$ cat src/rtl/react_pkg.sv
// Shared definitions for the reaction-time game controller.
//   - screen codes driven on reactScreen (consumed by the VGA controller)
//   - score saturation value
//   - FSM state enumeration
package react_pkg;

  localparam logic [1:0] SCR_IDLE  = 2'd0;
  localparam logic [1:0] SCR_WAIT  = 2'd1;
  localparam logic [1:0] SCR_GO    = 2'd2;
  localparam logic [1:0] SCR_SCORE = 2'd3;

  localparam logic [11:0] SCORE_MAX = 12'd4095;

  typedef enum logic [1:0] {
    ST_IDLE,
    ST_WAIT,
    ST_GO,
    ST_SCORE
  } state_t;

endpackage

$ cat src/rtl/lfsr_rng.sv
// 11-bit Fibonacci LFSR, polynomial x^11 + x^9 + 1 (maximal length, 2047
// states). Used as the random part of the red-screen delay.
// Ports:
//   clk    in   system clock
//   iReset in   synchronous active-high reset, loads SEED
//   en     in   advance one step when high
//   value  out  current LFSR state, never zero for a non-zero SEED
module lfsr_rng #(
  parameter logic [10:0] SEED = 11'h001
) (
  input  logic        clk,
  input  logic        iReset,
  input  logic        en,
  output logic [10:0] value
);

  always_ff @(posedge clk) begin
    if (iReset) begin
      value <= SEED;
    end else if (en) begin
      // taps at bit 11 and bit 9 of the polynomial -> indices 10 and 8
      value <= {value[9:0], value[10] ^ value[8]};
    end
  end

endmodule

$ cat src/rtl/reaction_game_fsm.sv
// Game-flow controller for the reaction-time benchmark.
// Turns the debounced button into a screen selection and a millisecond
// reaction score for the downstream VGA controller.
// Ports:
//   clk          in   system clock
//   iReset       in   synchronous active-high reset
//   keyPress     in   debounced button level, active-high
//   reactScreen  out  0 idle/blue, 1 wait/red, 2 go/green, 3 score
//   currentScore out  last reaction time in ms (4095 = timed out)
//   bestScore    out  minimum valid score since reset (4095 = none yet)
//   tooEarly     out  set when the button is pressed during red
//   timedOut     out  set when the go phase saturates
module reaction_game_fsm
  import react_pkg::*;
#(
  parameter int          MS_DIV       = 50000,
  parameter int          MIN_DELAY_MS = 1000,
  parameter logic [10:0] LFSR_SEED    = 11'h001
) (
  input  logic        clk,
  input  logic        iReset,
  input  logic        keyPress,
  output logic [1:0]  reactScreen,
  output logic [11:0] currentScore,
  output logic [11:0] bestScore,
  output logic        tooEarly,
  output logic        timedOut
);

  localparam int PW = (MS_DIV > 1) ? $clog2(MS_DIV) : 1;

  state_t      state;
  logic        kp_q;
  logic [PW-1:0] prescaler;
  logic [12:0] delay;
  logic [11:0] ms_count;
  logic [10:0] lfsr;
  logic        press;
  logic        tick;

  // Free-running random source; it keeps shifting in every state so the
  // value sampled at the start press depends on how long the player idled.
  lfsr_rng #(
    .SEED (LFSR_SEED)
  ) u_lfsr (
    .clk    (clk),
    .iReset (iReset),
    .en     (1'b1),
    .value  (lfsr)
  );

  assign press = keyPress & ~kp_q;
  assign tick  = (prescaler == PW'(MS_DIV - 1));

  always_ff @(posedge clk) begin
    if (iReset) begin
      state        <= ST_IDLE;
      reactScreen  <= SCR_IDLE;
      currentScore <= '0;
      bestScore    <= SCORE_MAX;
      tooEarly     <= 1'b0;
      timedOut     <= 1'b0;
      kp_q         <= 1'b0;
      prescaler    <= '0;
      delay        <= '0;
      ms_count     <= '0;
    end else begin
      kp_q      <= keyPress;
      prescaler <= tick ? '0 : prescaler + 1'b1;

      case (state)
        ST_IDLE: begin
          if (press) begin
            state       <= ST_WAIT;
            reactScreen <= SCR_WAIT;
            delay       <= 13'(MIN_DELAY_MS) + {2'b00, lfsr};
            tooEarly    <= 1'b0;
            timedOut    <= 1'b0;
            // realign the ms timebase so the delay is exact
            prescaler   <= '0;
          end
        end

        ST_WAIT: begin
          // a press on the final tick still counts as too early
          if (press) begin
            state       <= ST_IDLE;
            reactScreen <= SCR_IDLE;
            tooEarly    <= 1'b1;
          end else if (tick) begin
            if (delay == 13'd1) begin
              state       <= ST_GO;
              reactScreen <= SCR_GO;
              ms_count    <= '0;
              prescaler   <= '0;
            end else begin
              delay <= delay - 13'd1;
            end
          end
        end

        ST_GO: begin
          // press beats a coincident tick: score is the pre-increment count
          if (press) begin
            state        <= ST_SCORE;
            reactScreen  <= SCR_SCORE;
            currentScore <= ms_count;
            if (ms_count < bestScore) begin
              bestScore <= ms_count;
            end
          end else if (tick) begin
            if (ms_count == SCORE_MAX - 12'd1) begin
              state        <= ST_SCORE;
              reactScreen  <= SCR_SCORE;
              currentScore <= SCORE_MAX;
              timedOut     <= 1'b1;
            end else begin
              ms_count <= ms_count + 12'd1;
            end
          end
        end

        ST_SCORE: begin
          if (press) begin
            state       <= ST_IDLE;
            reactScreen <= SCR_IDLE;
          end
        end

        default: begin
          state       <= ST_IDLE;
          reactScreen <= SCR_IDLE;
        end
      endcase
    end
  end

endmodule
$ cat config.mk
export PLATFORM = sky130hd
export DESIGN_NAME = reaction_game_fsm
export DESIGN_NICKNAME = d
export VERILOG_FILES = /design/src/rtl/react_pkg.sv /design/src/rtl/lfsr_rng.sv /design/src/rtl/reaction_game_fsm.sv
export SDC_FILE = /design/constraint.sdc
export NUM_CORES = 1
export LEC_CHECK = 0
export CAP_MARGIN = 20
export CELL_PAD_IN_SITES_DETAIL_PLACEMENT = 2
export CELL_PAD_IN_SITES_GLOBAL_PLACEMENT = 2
export CORE_ASPECT_RATIO = 1.75
export CORE_MARGIN = 1
export CORE_UTILIZATION = 30
export CTS_CLUSTER_DIAMETER = 200
export DETAILED_ROUTE_END_ITERATION = 10
export PLACE_DENSITY_LB_ADDON = 0.08
export SLEW_MARGIN = 20
export SYNTH_ARGS = -nofsm -noshare
export SYNTH_HDL_FRONTEND = slang
export SYNTH_SLANG_ARGS = --single-unit
$ cat constraint.sdc
create_clock -name clk -period 3.4 [get_ports clk]
set_input_delay 0.34 -clock clk [delete_from_list [all_inputs] [get_ports clk]]
set_output_delay 0.34 -clock clk [all_outputs]
set_load 0.03 [all_outputs]
==> results.yml, run 1 <==
critical_path:
  cp_slowest_cell: "nor4_1"
  cp-end-kind: "flip-flop"
  start_kind: "flip-flop"
  crit_chain: "nor4_1 > nand4_1 > o22a_1 > or4_1 > a21oi_1"
  worstSetupPathType: "flip-flop to flip-flop"
  critPathMaxFanout: 24
  cp.arrival_ns: 3.07
  max_stage_delay_ns: 0.70
  cpLargestDelayFamily: "simple AND/OR/NAND/NOR gates"
  path_buf_inv: 0
  worst_ep_required_time_ns: 3.66
yosys:
  ys_dominant_reg_cell: "dfxtp_1"
  netlist_area_um2: 4078
  synth_nets: 489
  ys_seq_area_frac: 0.3977
  synth.area.top_cells: "dfxtp_1, nor2_1, ha_1"
  ys_warn_count: 0
  synth_edf_count: 0
  yosysTopAreaCellShare: 0.3977
  synth_area_per_cell_um2: 8.694
  synth_cell_types: 60
  yosysTopAreaCell: "dfxtp_1"
  netlist_instances: 469
  ys_async_sr_fraction: 0
  ys_ff_latch: 81
place:
  finalWeightedCongestion: 0.7550
  portBuffers: 30
  placed_cells: 657
  hpwl_mm: 9.425
timing:
  holdWs_ns: 0.4397
  relSlewSlack: 0.4762
  rsz0062_at_grt: "no"
  final-setup-viol-count: 0
  tns_ns: 0
  tightest_slew_ns: 0.7856
  fin_crit_ns: 2.807
  finalHoldViolCount: 0
  fin_skew_ns: 0.007190
  finalCritPeriodShare: 0.8255
  drv_slew: 0
  fmax_mhz: 356.3
global_route:
  busiest_layer: "met2"
  grt_remaining_overflow: 0
  grt_pass1_vias: 3989
  grt_use_met1: 0.1771
  grtUsageMet2: 0.4060
  grt_first_pass_wirelength_mm: 20.67
  track_usage: 0.1878
  grtUsageMet3: 0.02527
  antenna_found_initial: 0
  grt_max_degree: 34
finish:
  final_cells: 672
  area_growth_pct: 17.70
  final_core_util: 0.3605
  register_area_um2: 1622
  drive_gt1_frac: 0.09237
  nFillCells: 1530
  multi_input_area_um2: 2247
  nets: 514
  antennaDiodeCount: 0
die:
  die-area_um2: 14080
  fp.dieW_um: 90.13
  pin_count: 31
  die_h_um: 156.2
  initial_utilization: 0.3063
  placeableCoreArea_um2: 13310
  num_rows: 56
clocking:
  post-cts-setup-buffers: 0
  htree_levels: 3
  clk_pin_slew_ns: 0.06
  cts_made_buffers: 9
  cts-root-buf: "clkbuf_16"
  cts_tree: "done"
  clkLatencyLatePin_ns: 0.34
  ctsResizeCount: 0
  clk_path_buf_depth: 2
  hold_buffers: 0
  cts.sinks: 81
power:
  p_leak_nw: 1.912
  p_per_area_nw_per_um2: 432.9
  finalPower_w: 0.002078
  ir_drop_v: 0.0002228
route:
  vias_per_cell: 5.376
  ant_nets: 0
  drc: 0
  vias: 3613
  first_pass_iters: 4
  post_drt_wl_per_cell_um: 18.60
  drt_iter0_markers: 108
  finalWirelength_mm: 12.50
run_status:
  outcome: "finished clean"
flow_run:
  cap_violations: 0
hold_path:
  min_path_type: "input port to flip-flop"
-- layout by cell type (no fill, tap or decap), types with 2 or more instances in the layout --
cell type / n
a211oi_1: 2
a21oi_1: 29
and3_1: 5
and4_1: 3
buf_4: 9
clkbuf_16: 9
clkdlybuf4s50_1: 29
clkinv_2: 2
clkinvlp_4: 3
dfxtp_1: 81
ha_1: 17
inv_1: 20
mux2i_1: 12
nand2_1: 31
nand2b_1: 4
nand3_1: 17
nand3b_1: 2
nand4_1: 15
nor2_1: 59
nor2b_1: 16
nor3_1: 11
nor4_1: 5
nor4bb_1: 3
o211ai_1: 2
o21a_1: 2
o21ai_0: 10
o221a_2: 12
o22ai_1: 3
o31ai_1: 14
o32ai_1: 2
or3_1: 4
or4_1: 14
or4b_4: 2
xnor2_1: 11
xor2_1: 11
-- area by class of cell --
class | instances | area share
repair buffers | 39 | 0.07560
clock buffers | 10 | 0.04979
flip-flops and latches | 81 | 0.3379
clock inverters | 5 | 0.006778
inverters | 21 | 0.01642
multi-input cells | 342 | 0.4682
well taps | 174 | 0.04536
-- worst paths after layout --
check                 from          end  slack [ns]  cells after the start
setup / recovery  delay[2]  ms_count[7]        0.59                      5
hold / removal      iReset         kp_q        0.44                      2
setup reg to reg  delay[2]  ms_count[7]        0.59                      5
hold reg to reg   timedOut     timedOut        0.45                      2
-- state kept, by name, indices dropped and copies added (netlist names), named ones only --
register / count
prescaler: 16
delay: 13
bestScore: 12
currentScore: 12
ms_count: 12
u_lfsr.value: 11
kp_q: 1
state: 1
timedOut: 1
tooEarly: 1
-- power by group --
group / leakage, nW / switching [W] / internal, W / total [W]
registers: 0.657 / 0.0000223 / 0.000969 / 0.000991
clock network: 0.126 / 0.000396 / 0.000508 / 0.000903
logic: 1.13 / 0.000120 / 0.0000632 / 0.000183
total: 1.91 / 0.000538 / 0.00154 / 0.00208
-- cell usage after synthesis, drive strengths merged, types with 3 or more instances --
master	instances
clkbuf	18
nor4	6
or3	5
and3	5
buf	7
a21oi	29
o21ai	10
xnor2	11
or4	14
o221a	12
nor3	12
nor2	59
and4	4
nand2b	4
o31ai	14
nor4bb	3
nor2b	16
o22ai	3
dfxtp	81
nand2	32
xor2	11
nand3	17
ha	17
mux2i	12
inv	20
nand4	15
-- per-layer routing --
metal | vias up | part of all wire
li1 | 1748 | -
met2 | 25 | 0.61
met5 | - | 0
met3 | 9 | 0.014
met1 | 1831 | 0.37
met4 | 0 | 0.011
-- metrics by stage --
step           setup slack, ns  area [um^2]
2_1_floorplan            1.219         4078
3_3_place_gp            0.7397         4528
3_5_place_dp            0.5596         4528
4_1_cts                 0.5304         4800
5_1_grt                 0.3950         4800
6_report                0.5934         4800
-- cells by family after synthesis --
kind of cell             synth area share
AO/OA/AOI/OAI                      0.1537
buffers and inverters             0.05124
multiplexers                      0.02946
adder cells (fa/ha/maj)           0.05216
XOR/XNOR                          0.04725
AND/OR/NAND/NOR                    0.2685
flip-flops                         0.3977
(Power assumes the default switching activity.)
==> run 2, diff against run 1 <==
==> constraint.sdc (replaced) <==
create_clock -name clk -period 2.6 [get_ports clk]
set_input_delay 0.26 -clock clk [delete_from_list [all_inputs] [get_ports clk]]
set_output_delay 0.26 -clock clk [all_outputs]
set_load 0.03 [all_outputs]
==> run 2 against run 1 <==
Die area did not move. Cell count rose by 3.3%. Global-route usage rose by 0.47 points. Design area rose by 4.6%. Combinational power rose by 38%. Fmax rose by 18%. Sequential power rose by 31%. Clock-buffer cell count did not move. Clock skew fell by 0.00095 ns. Flip-flop and latch count did not move. Via count rose by 2.7%. Critical path type unchanged. Highest routed layer unchanged.
==> results.yml, run 2 (synthesized netlist as in run 1, its figures left out) <==
timing:
  finalHoldViolCount: 0
  holdWs_ns: 0.4076
  drv_slew: 0
  finalCritPeriodShare: 0.9110
  fmax_mhz: 422.2
  tightest_slew_ns: 0.6897
  fin_crit_ns: 2.369
  rsz0062_at_grt: "no"
  relSlewSlack: 0.5374
  tns_ns: 0
  fin_skew_ns: 0.006244
  final-setup-viol-count: 0
global_route:
  antenna_found_initial: 0
  grt_first_pass_wirelength_mm: 21.08
  grt_use_met1: 0.1755
  grtUsageMet3: 0.02770
  grt_remaining_overflow: 0
  track_usage: 0.1925
  grt_pass1_vias: 4116
  grt_max_degree: 31
  busiest_layer: "met2"
  grtUsageMet2: 0.4049
clocking:
  post-cts-setup-buffers: 0
  ctsResizeCount: 0
  hold_buffers: 0
  clk_path_buf_depth: 2
  cts.sinks: 81
  clkLatencyLatePin_ns: 0.34
  cts-root-buf: "clkbuf_16"
  cts_tree: "done"
  clk_pin_slew_ns: 0.06
  htree_levels: 3
  cts_made_buffers: 9
finish:
  register_area_um2: 1622
  layout_common_cells: "dfxtp_1, nor2_1, nand2_1"
  drive_gt1_frac: 0.1288
  design_area_um2: 5019
  nets: 535
  layout_commonest_cell: "dfxtp_1"
  antennaDiodeCount: 0
  largest_register_ffs: 16
  top_regs: "prescaler: 16 flops, delay: 13 flops"
  multi_input_area_um2: 2247
  nFillCells: 1498
  largest-register: "prescaler"
  area_growth_pct: 23.07
critical_path:
  cp.arrival_ns: 2.58
  start_kind: "flip-flop"
  worst_ep_required_time_ns: 2.81
  worstSetupPathType: "flip-flop to flip-flop"
  cp-end-kind: "flip-flop"
  regToRegSetupSlack_ns: 0.23
  critPathMaxFanout: 6
power:
  p_leak_nw: 2.055
  p_per_area_nw_per_um2: 586.8
  pwr-share-comb: 0.086
  ir_drop_v: 0.0003167
  clkPwrFrac: 0.474
  seqPwrFrac: 0.440
  p_int_w: 0.002206
  sw_frac_of_total: 0.2510
  switching_power_w: 0.0007393
route:
  first_pass_iters: 4
  drc: 0
  vias: 3709
  drt_iter0_markers: 63
  vias_per_cell: 5.344
  finalWirelength_mm: 12.91
  ant_nets: 0
  post_drt_wl_per_cell_um: 18.60
die:
  die-area_um2: 14080
  initial_utilization: 0.3063
  num_rows: 56
  fp.dieW_um: 90.13
  placeableCoreArea_um2: 13310
  pin_count: 31
  die_h_um: 156.2
place:
  dpl_cell_area_um2: 4698
  hpwl_mm: 9.741
  portBuffers: 30
  finalWeightedCongestion: 0.7713
hold_path:
  min_path_type: "input port to flip-flop"
flow_run:
  cap_violations: 0
run_status:
  outcome: "finished clean"
run 2: cell count changes in the layout (fill, tap and decap cells not counted), sizes merged:
cell and delta:
bufinv +2, clkinv +1, clkinvlp -3, buf +21, inv +1
run 2: final cells by class:
class | count | area share
clock buffer | 10 | 0.04562
clock inverter | 6 | 0.01820
inverter | 21 | 0.01571
multi-input combinational | 342 | 0.4478
sequential | 81 | 0.3231
tap | 174 | 0.04338
timing repair buffer | 60 | 0.1062
run 2: stage by stage:
stage	setup WS [ns]	total power, W	std cells	utilization
2_1_floorplan	0.4190	0.001484	469	-
3_3_place_gp	0.3566	0.001574	678	0.3529
6_report	0.2313	0.002945	694	0.3770
4_1_cts	0.1825	0.003002	694	0.3770
5_1_grt	0.1234	0.003072	694	0.3770
3_5_place_dp	0.3128	0.001580	678	0.3529
run 2: path summary, 6_finish.rpt:
kind,from,to,depth (start not counted)
max,prescaler[5],delay[3],6
min reg2reg,timedOut,timedOut,2
max reg2reg,prescaler[5],delay[3],6
min,iReset,tooEarly,3
run 2: power groups by stage:
stage / logic, W / clock network, W / registers [W]
6_report: 0.000253 / 0.00140 / 0.00130
5_1_grt: 0.000282 / 0.00149 / 0.00130
4_1_cts: 0.000259 / 0.00145 / 0.00130
3_5_place_dp: 0.000257 / 0 / 0.00132
3_3_place_gp: 0.000252 / 0 / 0.00132
2_1_floorplan: 0.000166 / 0 / 0.00132
run 2: metal layers:
metal / wire length, um / vias up
li1: - / 1790
met1: 4646 / 1856
met2: 7697 / 41
met3: 226 / 22
met4: 339 / 0
met5: 0 / -
run 2: worst max-delay path, stage by stage (launching register included):
cell and delay (ns):
dfxtp_1 0.36, or4b_4 0.57, nor4_4 0.30, nand3_1 0.23, buf_4 0.22, o311ai_0 0.40, a21oi_1 0.14
